===== src/rtl/smadd_pkg.sv =====
// Shared types, default sizes and the sign-magnitude add/sub helper for smadd_scheduler.
package smadd_pkg;

    localparam int DEF_NREQ = 4;
    localparam int DEF_W    = 18;
    // Working magnitude width of the helper; callers zero-extend and keep the low bits they need.
    localparam int SM_MAGW  = 32;

    typedef enum logic [1:0] {
        IDLE = 2'd0,
        EXEC = 2'd1,
        RESP = 2'd2
    } state_e;

    typedef struct packed {
        logic               sign;
        logic [SM_MAGW:0]   mag;
    } sm_res_t;

    function automatic sm_res_t sm_addsub(
        input logic               p_sign,
        input logic [SM_MAGW-1:0] p_mag,
        input logic               q_sign,
        input logic [SM_MAGW-1:0] q_mag,
        input logic               sub
    );
        logic    ps;
        logic    qs;
        sm_res_t r;
        // A zero magnitude is +0 whatever its sign bit says; subtraction flips Q's sign.
        ps = p_sign & (|p_mag);
        qs = (q_sign ^ sub) & (|q_mag);
        if (ps == qs) begin
            r.sign = ps;
            r.mag  = {1'b0, p_mag} + {1'b0, q_mag};
        end else if (p_mag >= q_mag) begin
            r.sign = ps;
            r.mag  = {1'b0, p_mag - q_mag};
        end else begin
            r.sign = qs;
            r.mag  = {1'b0, q_mag - p_mag};
        end
        if (r.mag == '0) begin
            r.sign = 1'b0;
        end
        return r;
    endfunction

endpackage


===== src/rtl/smadd_rr_arb.sv =====
// Round-robin arbiter: searches from ptr_i+1 upward, wrapping, and returns a one-hot grant plus its index.
module smadd_rr_arb #(
    parameter  int NREQ = 4,
    localparam int IDW  = $clog2(NREQ)
) (
    input  logic [NREQ-1:0] req_i,
    input  logic [IDW-1:0]  ptr_i,
    output logic [NREQ-1:0] grant_o,
    output logic [IDW-1:0]  idx_o,
    output logic            any_o
);

    logic [IDW-1:0] cand;
    logic           found;

    always_comb begin
        grant_o = '0;
        idx_o   = '0;
        cand    = '0;
        found   = 1'b0;
        for (int k = 1; k <= NREQ; k++) begin
            cand = IDW'((int'(ptr_i) + k) % NREQ);
            if (!found && req_i[cand]) begin
                found         = 1'b1;
                grant_o[cand] = 1'b1;
                idx_o         = cand;
            end
        end
    end

    assign any_o = |req_i;

endmodule


===== src/rtl/smadd_scheduler.sv =====
// Round-robin scheduler feeding a shared sign-magnitude adder/subtractor (IDLE -> EXEC -> RESP).
// Optional completed-operation counter on op_count is built only when SMADD_STATS_EN is defined.
module smadd_scheduler
    import smadd_pkg::*;
#(
    parameter  int NREQ = DEF_NREQ,
    parameter  int W    = DEF_W,
    localparam int IDW  = $clog2(NREQ)
) (
    input  logic              wb_clk_i,
    input  logic              wb_rst_i,
    input  logic [NREQ-1:0]   req_valid,
    output logic [NREQ-1:0]   req_ready,
    input  logic [NREQ*W-1:0] req_p,
    input  logic [NREQ*W-1:0] req_q,
    input  logic [NREQ-1:0]   req_mode,
    output logic              rsp_valid,
    input  logic              rsp_ready,
    output logic [W:0]        rsp_sum,
    output logic [IDW-1:0]    rsp_id,
    output logic              busy,
    output logic [15:0]       op_count
);

    state_e          state_q;
    logic [IDW-1:0]  ptr_q;
    logic            rsp_valid_q;
    logic [W:0]      rsp_sum_q;
    logic [IDW-1:0]  rsp_id_q;
    logic [W-1:0]    op_p_q;
    logic [W-1:0]    op_q_q;
    logic            op_sub_q;
    logic [IDW-1:0]  gnt_id_q;

    logic [NREQ-1:0] grant;
    logic [IDW-1:0]  grant_idx;
    logic            grant_any;
    sm_res_t         res;
    logic            unused_mag_hi;

    smadd_rr_arb #(.NREQ(NREQ)) u_arb (
        .req_i   (req_valid),
        .ptr_i   (ptr_q),
        .grant_o (grant),
        .idx_o   (grant_idx),
        .any_o   (grant_any)
    );

    // The grant strobe is the accept handshake itself, so it must be visible in the same IDLE cycle.
    assign req_ready = (state_q == IDLE && !wb_rst_i) ? grant : '0;

    assign res = sm_addsub(op_p_q[W-1], SM_MAGW'(op_p_q[W-2:0]),
                           op_q_q[W-1], SM_MAGW'(op_q_q[W-2:0]), op_sub_q);
    assign unused_mag_hi = ^res.mag[SM_MAGW:W];

    always_ff @(posedge wb_clk_i or posedge wb_rst_i) begin
        if (wb_rst_i) begin
            state_q     <= IDLE;
            ptr_q       <= IDW'(NREQ - 1);
            rsp_valid_q <= 1'b0;
            rsp_sum_q   <= '0;
            rsp_id_q    <= '0;
        end else begin
            case (state_q)
                IDLE: begin
                    if (grant_any) begin
                        state_q <= EXEC;
                    end
                end
                EXEC: begin
                    rsp_sum_q   <= {res.sign, res.mag[W-1:0]};
                    rsp_id_q    <= gnt_id_q;
                    rsp_valid_q <= 1'b1;
                    state_q     <= RESP;
                end
                RESP: begin
                    if (rsp_ready) begin
                        rsp_valid_q <= 1'b0;
                        ptr_q       <= rsp_id_q;
                        state_q     <= IDLE;
                    end
                end
                default: state_q <= IDLE;
            endcase
        end
    end

    // NOTE: operand latches carry no reset; they are always written at grant before EXEC reads them.
    always_ff @(posedge wb_clk_i) begin
        if (state_q == IDLE && grant_any) begin
            op_p_q   <= req_p[int'(grant_idx)*W +: W];
            op_q_q   <= req_q[int'(grant_idx)*W +: W];
            op_sub_q <= req_mode[grant_idx];
            gnt_id_q <= grant_idx;
        end
    end

    assign rsp_valid = rsp_valid_q;
    assign rsp_sum   = rsp_sum_q;
    assign rsp_id    = rsp_id_q;
    assign busy      = (state_q != IDLE);

`ifdef SMADD_STATS_EN
    logic [15:0] op_count_q;

    always_ff @(posedge wb_clk_i or posedge wb_rst_i) begin
        if (wb_rst_i) begin
            op_count_q <= '0;
        end else if (rsp_valid_q && rsp_ready && op_count_q != 16'hFFFF) begin
            op_count_q <= op_count_q + 16'd1;
        end
    end

    assign op_count = op_count_q;
`else
    assign op_count = '0;
`endif

endmodule


===== config.mk =====
export PLATFORM = sky130hd
export DESIGN_NAME = smadd_scheduler
export DESIGN_NICKNAME = d
export VERILOG_FILES = /design/src/rtl/smadd_pkg.sv /design/src/rtl/smadd_rr_arb.sv /design/src/rtl/smadd_scheduler.sv
export SDC_FILE = /design/constraint.sdc
export NUM_CORES = 1
export LEC_CHECK = 0
export CAP_MARGIN = 30
export CORE_ASPECT_RATIO = 0.8
export CORE_UTILIZATION = 46
export CTS_BUF_LIST = sky130_fd_sc_hd__clkbuf_4 sky130_fd_sc_hd__clkbuf_8
export DETAILED_ROUTE_END_ITERATION = 10
export PLACE_DENSITY = 0.78
export SYNTH_ARGS = -nofsm -noshare
export SYNTH_HDL_FRONTEND = slang
export SYNTH_SLANG_ARGS = --single-unit

===== constraint.sdc =====
create_clock -name wb_clk_i -period 10.57 [get_ports wb_clk_i]
set_clock_uncertainty 0.1 [all_clocks]
set_input_delay 2.6425 -clock wb_clk_i [delete_from_list [all_inputs] [get_ports wb_clk_i]]
set_output_delay 2.6425 -clock wb_clk_i [all_outputs]
set_load 0.01 [all_outputs]

# == Word level (Yosys, flattened, before mapping) ==
# Cells that the tools add are included.
# op_classes
addsub,7
n_mul,1
magnitude_cmp,10
eq_ne,5
shift,2
muxes,38
bitwise_logic,6
n_reduce_logical,23
# op_table
operator,n
$shiftx A72 B32 Y18,1
$shiftx A72 B8 Y18,1
$mux W34,2
$sub A17 B17 Y18,2
$reduce_or A17 Y1,2
$logic_not A33 Y1,1
$mux W4,5
$add A17 B17 Y18,1
$ge A17 B17 Y1,1
$lt A2 B3 Y1 const B,5
$mux W1,14
$mux W2,6
$or A4 B4 Y4,3
$bmux W1 S2,5
$logic_and A1 B1 Y1,9
$demux W1 S2,4
$ge A2 B1 Y1 const B,4
$mul A2 B4 Y6 const B,1
$pmux W2 S3,1
$reduce_and A2 Y1,3
$add A2 B1 Y2 const B,2
$add A2 B2 Y2 const B,2
$logic_not A1 Y1,4
$ne A2 B2 Y1 const B,2
9 further kinds,11
# totals
regBits,65
input_bits,155
output_inout_bits,43
wordCells,101

# == Logic depth before layout (Yosys ltp) ==
# depth
word_depth,15
depth_mapped,15
depth_no_buf,14

# == Cells and area by module ==
# A second synthesis with hierarchy kept.
# unflattened
hier_cells,658
area_unflattened_um2,6414.9
# by_module_without_submodules
mod,n_inst,cells_each,area_each_um2,seq_area_each_um2
smadd_scheduler,1,588,5874.4,1824.2
smadd_rr_arb,1,70,540.5,0.0

# == Worst setup path after synthesis ==
# Ideal clock, no wire load.
# synth_timing
path_kind,in2out
startpoint,in req_valid[2]
endpoint,out req_ready[0]
arrival_ns,3.821
required_ns,7.828
path_slack_ns,4.007
stages,8
path_buffers,0
path_cell_list,inv_1 -> o211a_1 -> a21oi_1 -> nor2b_1 -> a22oi_1 -> nor2_1 -> a221oi_1 -> nor2_1
# synth_via
elab_chain_cells,13
word_cells_on_any_way,25
classes_between,16 x mux; 3 x bitwise; 6 x reduce/logical
# synth_lines
element,line,source
from (decl),smadd_scheduler.sv:12,"input logic [NREQ-1:0] req_valid,"
$bmux W1 S2,smadd_rr_arb.sv:23,if (!found && req_i[cand]) begin
$mux W1 (not written as such),smadd_rr_arb.sv:23,
$mux W1,smadd_rr_arb.sv:23,
$logic_not A1 Y1,smadd_rr_arb.sv:23,
$logic_and A1 B1 Y1,smadd_rr_arb.sv:23,
$mux W1,smadd_rr_arb.sv:23,
$logic_not A1 Y1,smadd_rr_arb.sv:23,
$logic_and A1 B1 Y1,smadd_rr_arb.sv:23,
$mux W1,smadd_rr_arb.sv:23,
$logic_not A1 Y1,smadd_rr_arb.sv:23,
$logic_and A1 B1 Y1,smadd_rr_arb.sv:23,
$mux W4 *,smadd_rr_arb.sv:23,
$mux W4 *,smadd_scheduler.sv:50,assign req_ready = (state_q == IDLE && !wb_rst_i) ? grant : '0;
to (decl),smadd_scheduler.sv:13,"output logic [NREQ-1:0] req_ready,"
# Mark *: on every way between the ends. The rest lies on a longest branch, timed or not. The select of a mux whose other input is x is not followed.

# == Worst setup path in the final report ==
# layout_timing
startpoint,in req_valid[2]
endpoint,out req_ready[2]
# The elaborated chain is that of the path after synthesis.

==> out/qor.txt <==
postcts setup bufs: 0
Synth Cell Area: 6670 µm²
Die Y: 110 µm
share of cells above drive strength 1: 5.57%
area of the core: 13800 µm²
Slowest cell on crit path: clkdlybuf4s50_1
Hold Path Origin: gnt_id_q[0]$_DFFE_PP_
Worst setup SP type: primary input
crit path kind: in -> out
HP Class: reg -> reg
sum of negative setup slack: 0 ns
Final Hold Fails: 0
total global-route track usage: 25.3%
WL/cell: 16.9 µm
Vias per Instance: 5.67
Hold Path Stages: 2
register area: 1820 µm²
Main synth FF type: edfxtp_1
number of synthesized flops with an enable pin: 39
Data arrival, critical path: 5.27 ns
relative slew slack: 52.0%
largest net degree at the start of global routing: 96
DRC Markers: 0
fmax: 125 MHz
fin crit share: 75.8%
outcome: finished, final reports clean
endpoint type of the worst setup path: output port
r2r endpoint: op_q_q[9]$_DFFE_PP_
Crit Path Max Fanout: 8
row count: 38
Final HPWL DP: 15.4 mm
Crit path required time: 7.83 ns
final wirelength: 18.8 mm
reg2reg path depth: 11
reg2reg start: ptr_q[0]$_DFFE_PP1P_
max-slew violations: 0
Area contributors post-synth: edfxtp_1 (18%), ha_1 (11%), dfrtp_1 (9.0%)
Multi-input gate area: 4360 µm²
DR iter-0 viols: 510
R2R setup slack: 6.36 ns
# clock sinks: 65
unrepaired setup endpoints after global routing: false
Port Buffers: 181
Synth async-reset ratio: 40.0%
Layout Area Growth over Synthesis: 31.0%
vias in the first global route: 5780
CTS buffer count: 9
Worst-path clk slew: 0.07 ns
grt ovf: 0
Resize count post-CTS: 0
clock buffer depth: 2
max-cap violations: 0
post-synthesis sequential area ratio: 27.3%
num ports: 198
routed vias: 6314
CP cell instances: clkdlybuf4s50_1 > inv_1 > o211a_1 > a21oi_1 > nor2b_1 > a22oi_1 > nor2_1 > a221oi_1 > nor2_1 > clkdlybuf4s50_1
Hold EP: rsp_id[0]$_DFFE_PP0P_
clock tree root buffer cell: clkbuf_8
clk_lat worst skew: 0.35 ns
number of distinct library cells after synthesis: 69
initial antenna violation count: 1
first drt pass iteration count: 7
top cell type's share of synthesized area: 17.6%
Synth Register Bits: 65
Slew @ Worst Pin: 0.720 ns
die width: 137 µm
Mapped Cells: 778
endpoints failing setup: 0
wire length of the first global-routing pass: 29.1 mm
filler cell count in the final layout: 1198
CTS H-tree depth: 3
Hold Slack: 0.353 ns
synth warn: 0
Tmin final: 8.01 ns
cell taking the most area after synthesis: edfxtp_1
# nets final: 1145
Die ar.: 15000 µm²
ant diodes: 0
Worst path max stage delay: 0.62 ns
Syn Area/Cell: 8.58 µm²
Hold Buf Count CTS: 0
Final ANT Viol Nets: 0
Placer Congestion: 0.948
Starting Density: 48.2%
CTS tree: done
-- critical path, delay by kind of cell --
family / cells / cell delay, ns
buffers and inverters: 3 / 1.28
AO/OA/AOI/OAI: 4 / 1.02
AND/OR/NAND/NOR: 3 / 0.32
-- metal layers --
metal  global-route usage (%)  up-vias  wire [µm]
li1                         -     3096          -
met1                     35.8     2915       8740
met2                     39.5      284       8310
met3                     5.72       17       1610
met4                     4.84        2        155
met5                        0        -         13
-- registers in the layout, summed over array words and instances, names as in the netlist --
register / flops
state_q: 2
op_sub_q: 1
rsp_valid: 1
gnt_id_q: 2
ptr_q: 2
rsp_sum: 19
rsp_id: 2
op_p_q: 18
op_q_q: 18
-- cells by family (layout without fill, tap and decap cells) --
logic type,after synthesis,in the layout,synth area share (%)
adders and majority gates,60,60,11.6
xor gates and xnor gates,16,16,2.21
and+or+nand+nor,210,210,16.4
muxes,53,53,8.40
buffers and inverters,121,261,8.63
other,1,16,0.0562
AOI/OAI and AO/OA,252,252,25.4
DFF,65,65,27.3
-- worst max-delay path by stage --
| stage | from | to | slack [ns] | cells after the start |
|---|---|---|---|---|
| CTS | req_valid[2] | req_ready[2] | 2.60 | 10 |
| global route | req_valid[2] | req_ready[1] | 2.33 | 10 |
| finish | req_valid[2] | req_ready[2] | 2.56 | 10 |
| floorplan | req_valid[2] | req_ready[0] | 4.01 | 8 |
| global placement | req_valid[2] | req_ready[0] | 2.70 | 10 |
| detailed placement | req_valid[2] | req_ready[2] | 2.61 | 10 |
-- cell usage after synthesis, types with 4 or more instances --
cell type  number
mux2_2          4
ha_1           57
buf_4          21
a221oi_1        7
o21ai_0        32
nand4_1        10
a22oi_1         5
o21bai_1        5
o211ai_1        7
inv_1          58
nor2b_1        45
nor4_1          6
and3_1          6
dfrtp_1        24
a31oi_1         8
mux2i_1        47
nor3_1         11
edfxtp_1       39
xor2_1          6
o21a_1          5
clkbuf_1       18
nor2_1         42
nand2b_1        6
a21o_1         14
xnor2_1         9
nand3_1        11
or3_1           5
buf_2          22
a21oi_1        88
nand2_1        49
a211oi_1       43
-- metrics by stage --
stage	worst slack (ns)	cells	instance area [µm²]	util, %
global placement	2.70	1095	8470	61.2
global route	2.33	1113	8740	63.2
CTS	2.60	1112	8720	63.0
detailed placement	2.61	1098	8540	61.7
finish	2.56	1113	8740	63.2
floorplan	4.01	793	6730	-
-- placed cells by master (no fill, tap or decap), types with 4 or more instances in the layout --
master / count
o21ai_0: 31
nand3_1: 11
edfxtp_1: 39
a21oi_1: 87
nor3_1: 11
mux2_2: 4
inv_1: 58
a31oi_1: 8
a211oi_1: 43
dfrtp_1: 24
nor4_1: 6
o21bai_1: 5
buf_4: 4
a221oi_1: 7
o211ai_1: 7
nor2_1: 42
xor2_1: 6
xnor2_1: 9
or3_1: 5
and3_1: 6
ha_1: 57
nand4_1: 10
clkdlybuf4s50_1: 181
o21a_1: 5
conb_1: 16
nor2b_1: 45
nand2b_1: 6
nand2_1: 49
a22oi_1: 5
clkbuf_8: 9
mux2i_1: 47
a21o_1: 14
-- cell type report --
type                    instances  share of cell area (%)
multi-input cells             607                    49.9
well taps                     180                    2.58
flip-flops and latches         65                    20.9
clock inverters                 4                   0.529
inverters                      58                    2.49
clock buffers                  10                    1.50
repair buffers                189                    22.2
Power is left out: the tool's default activity adds up to more than one toggle a clock period on the data nets, which glitch-free logic cannot reach.
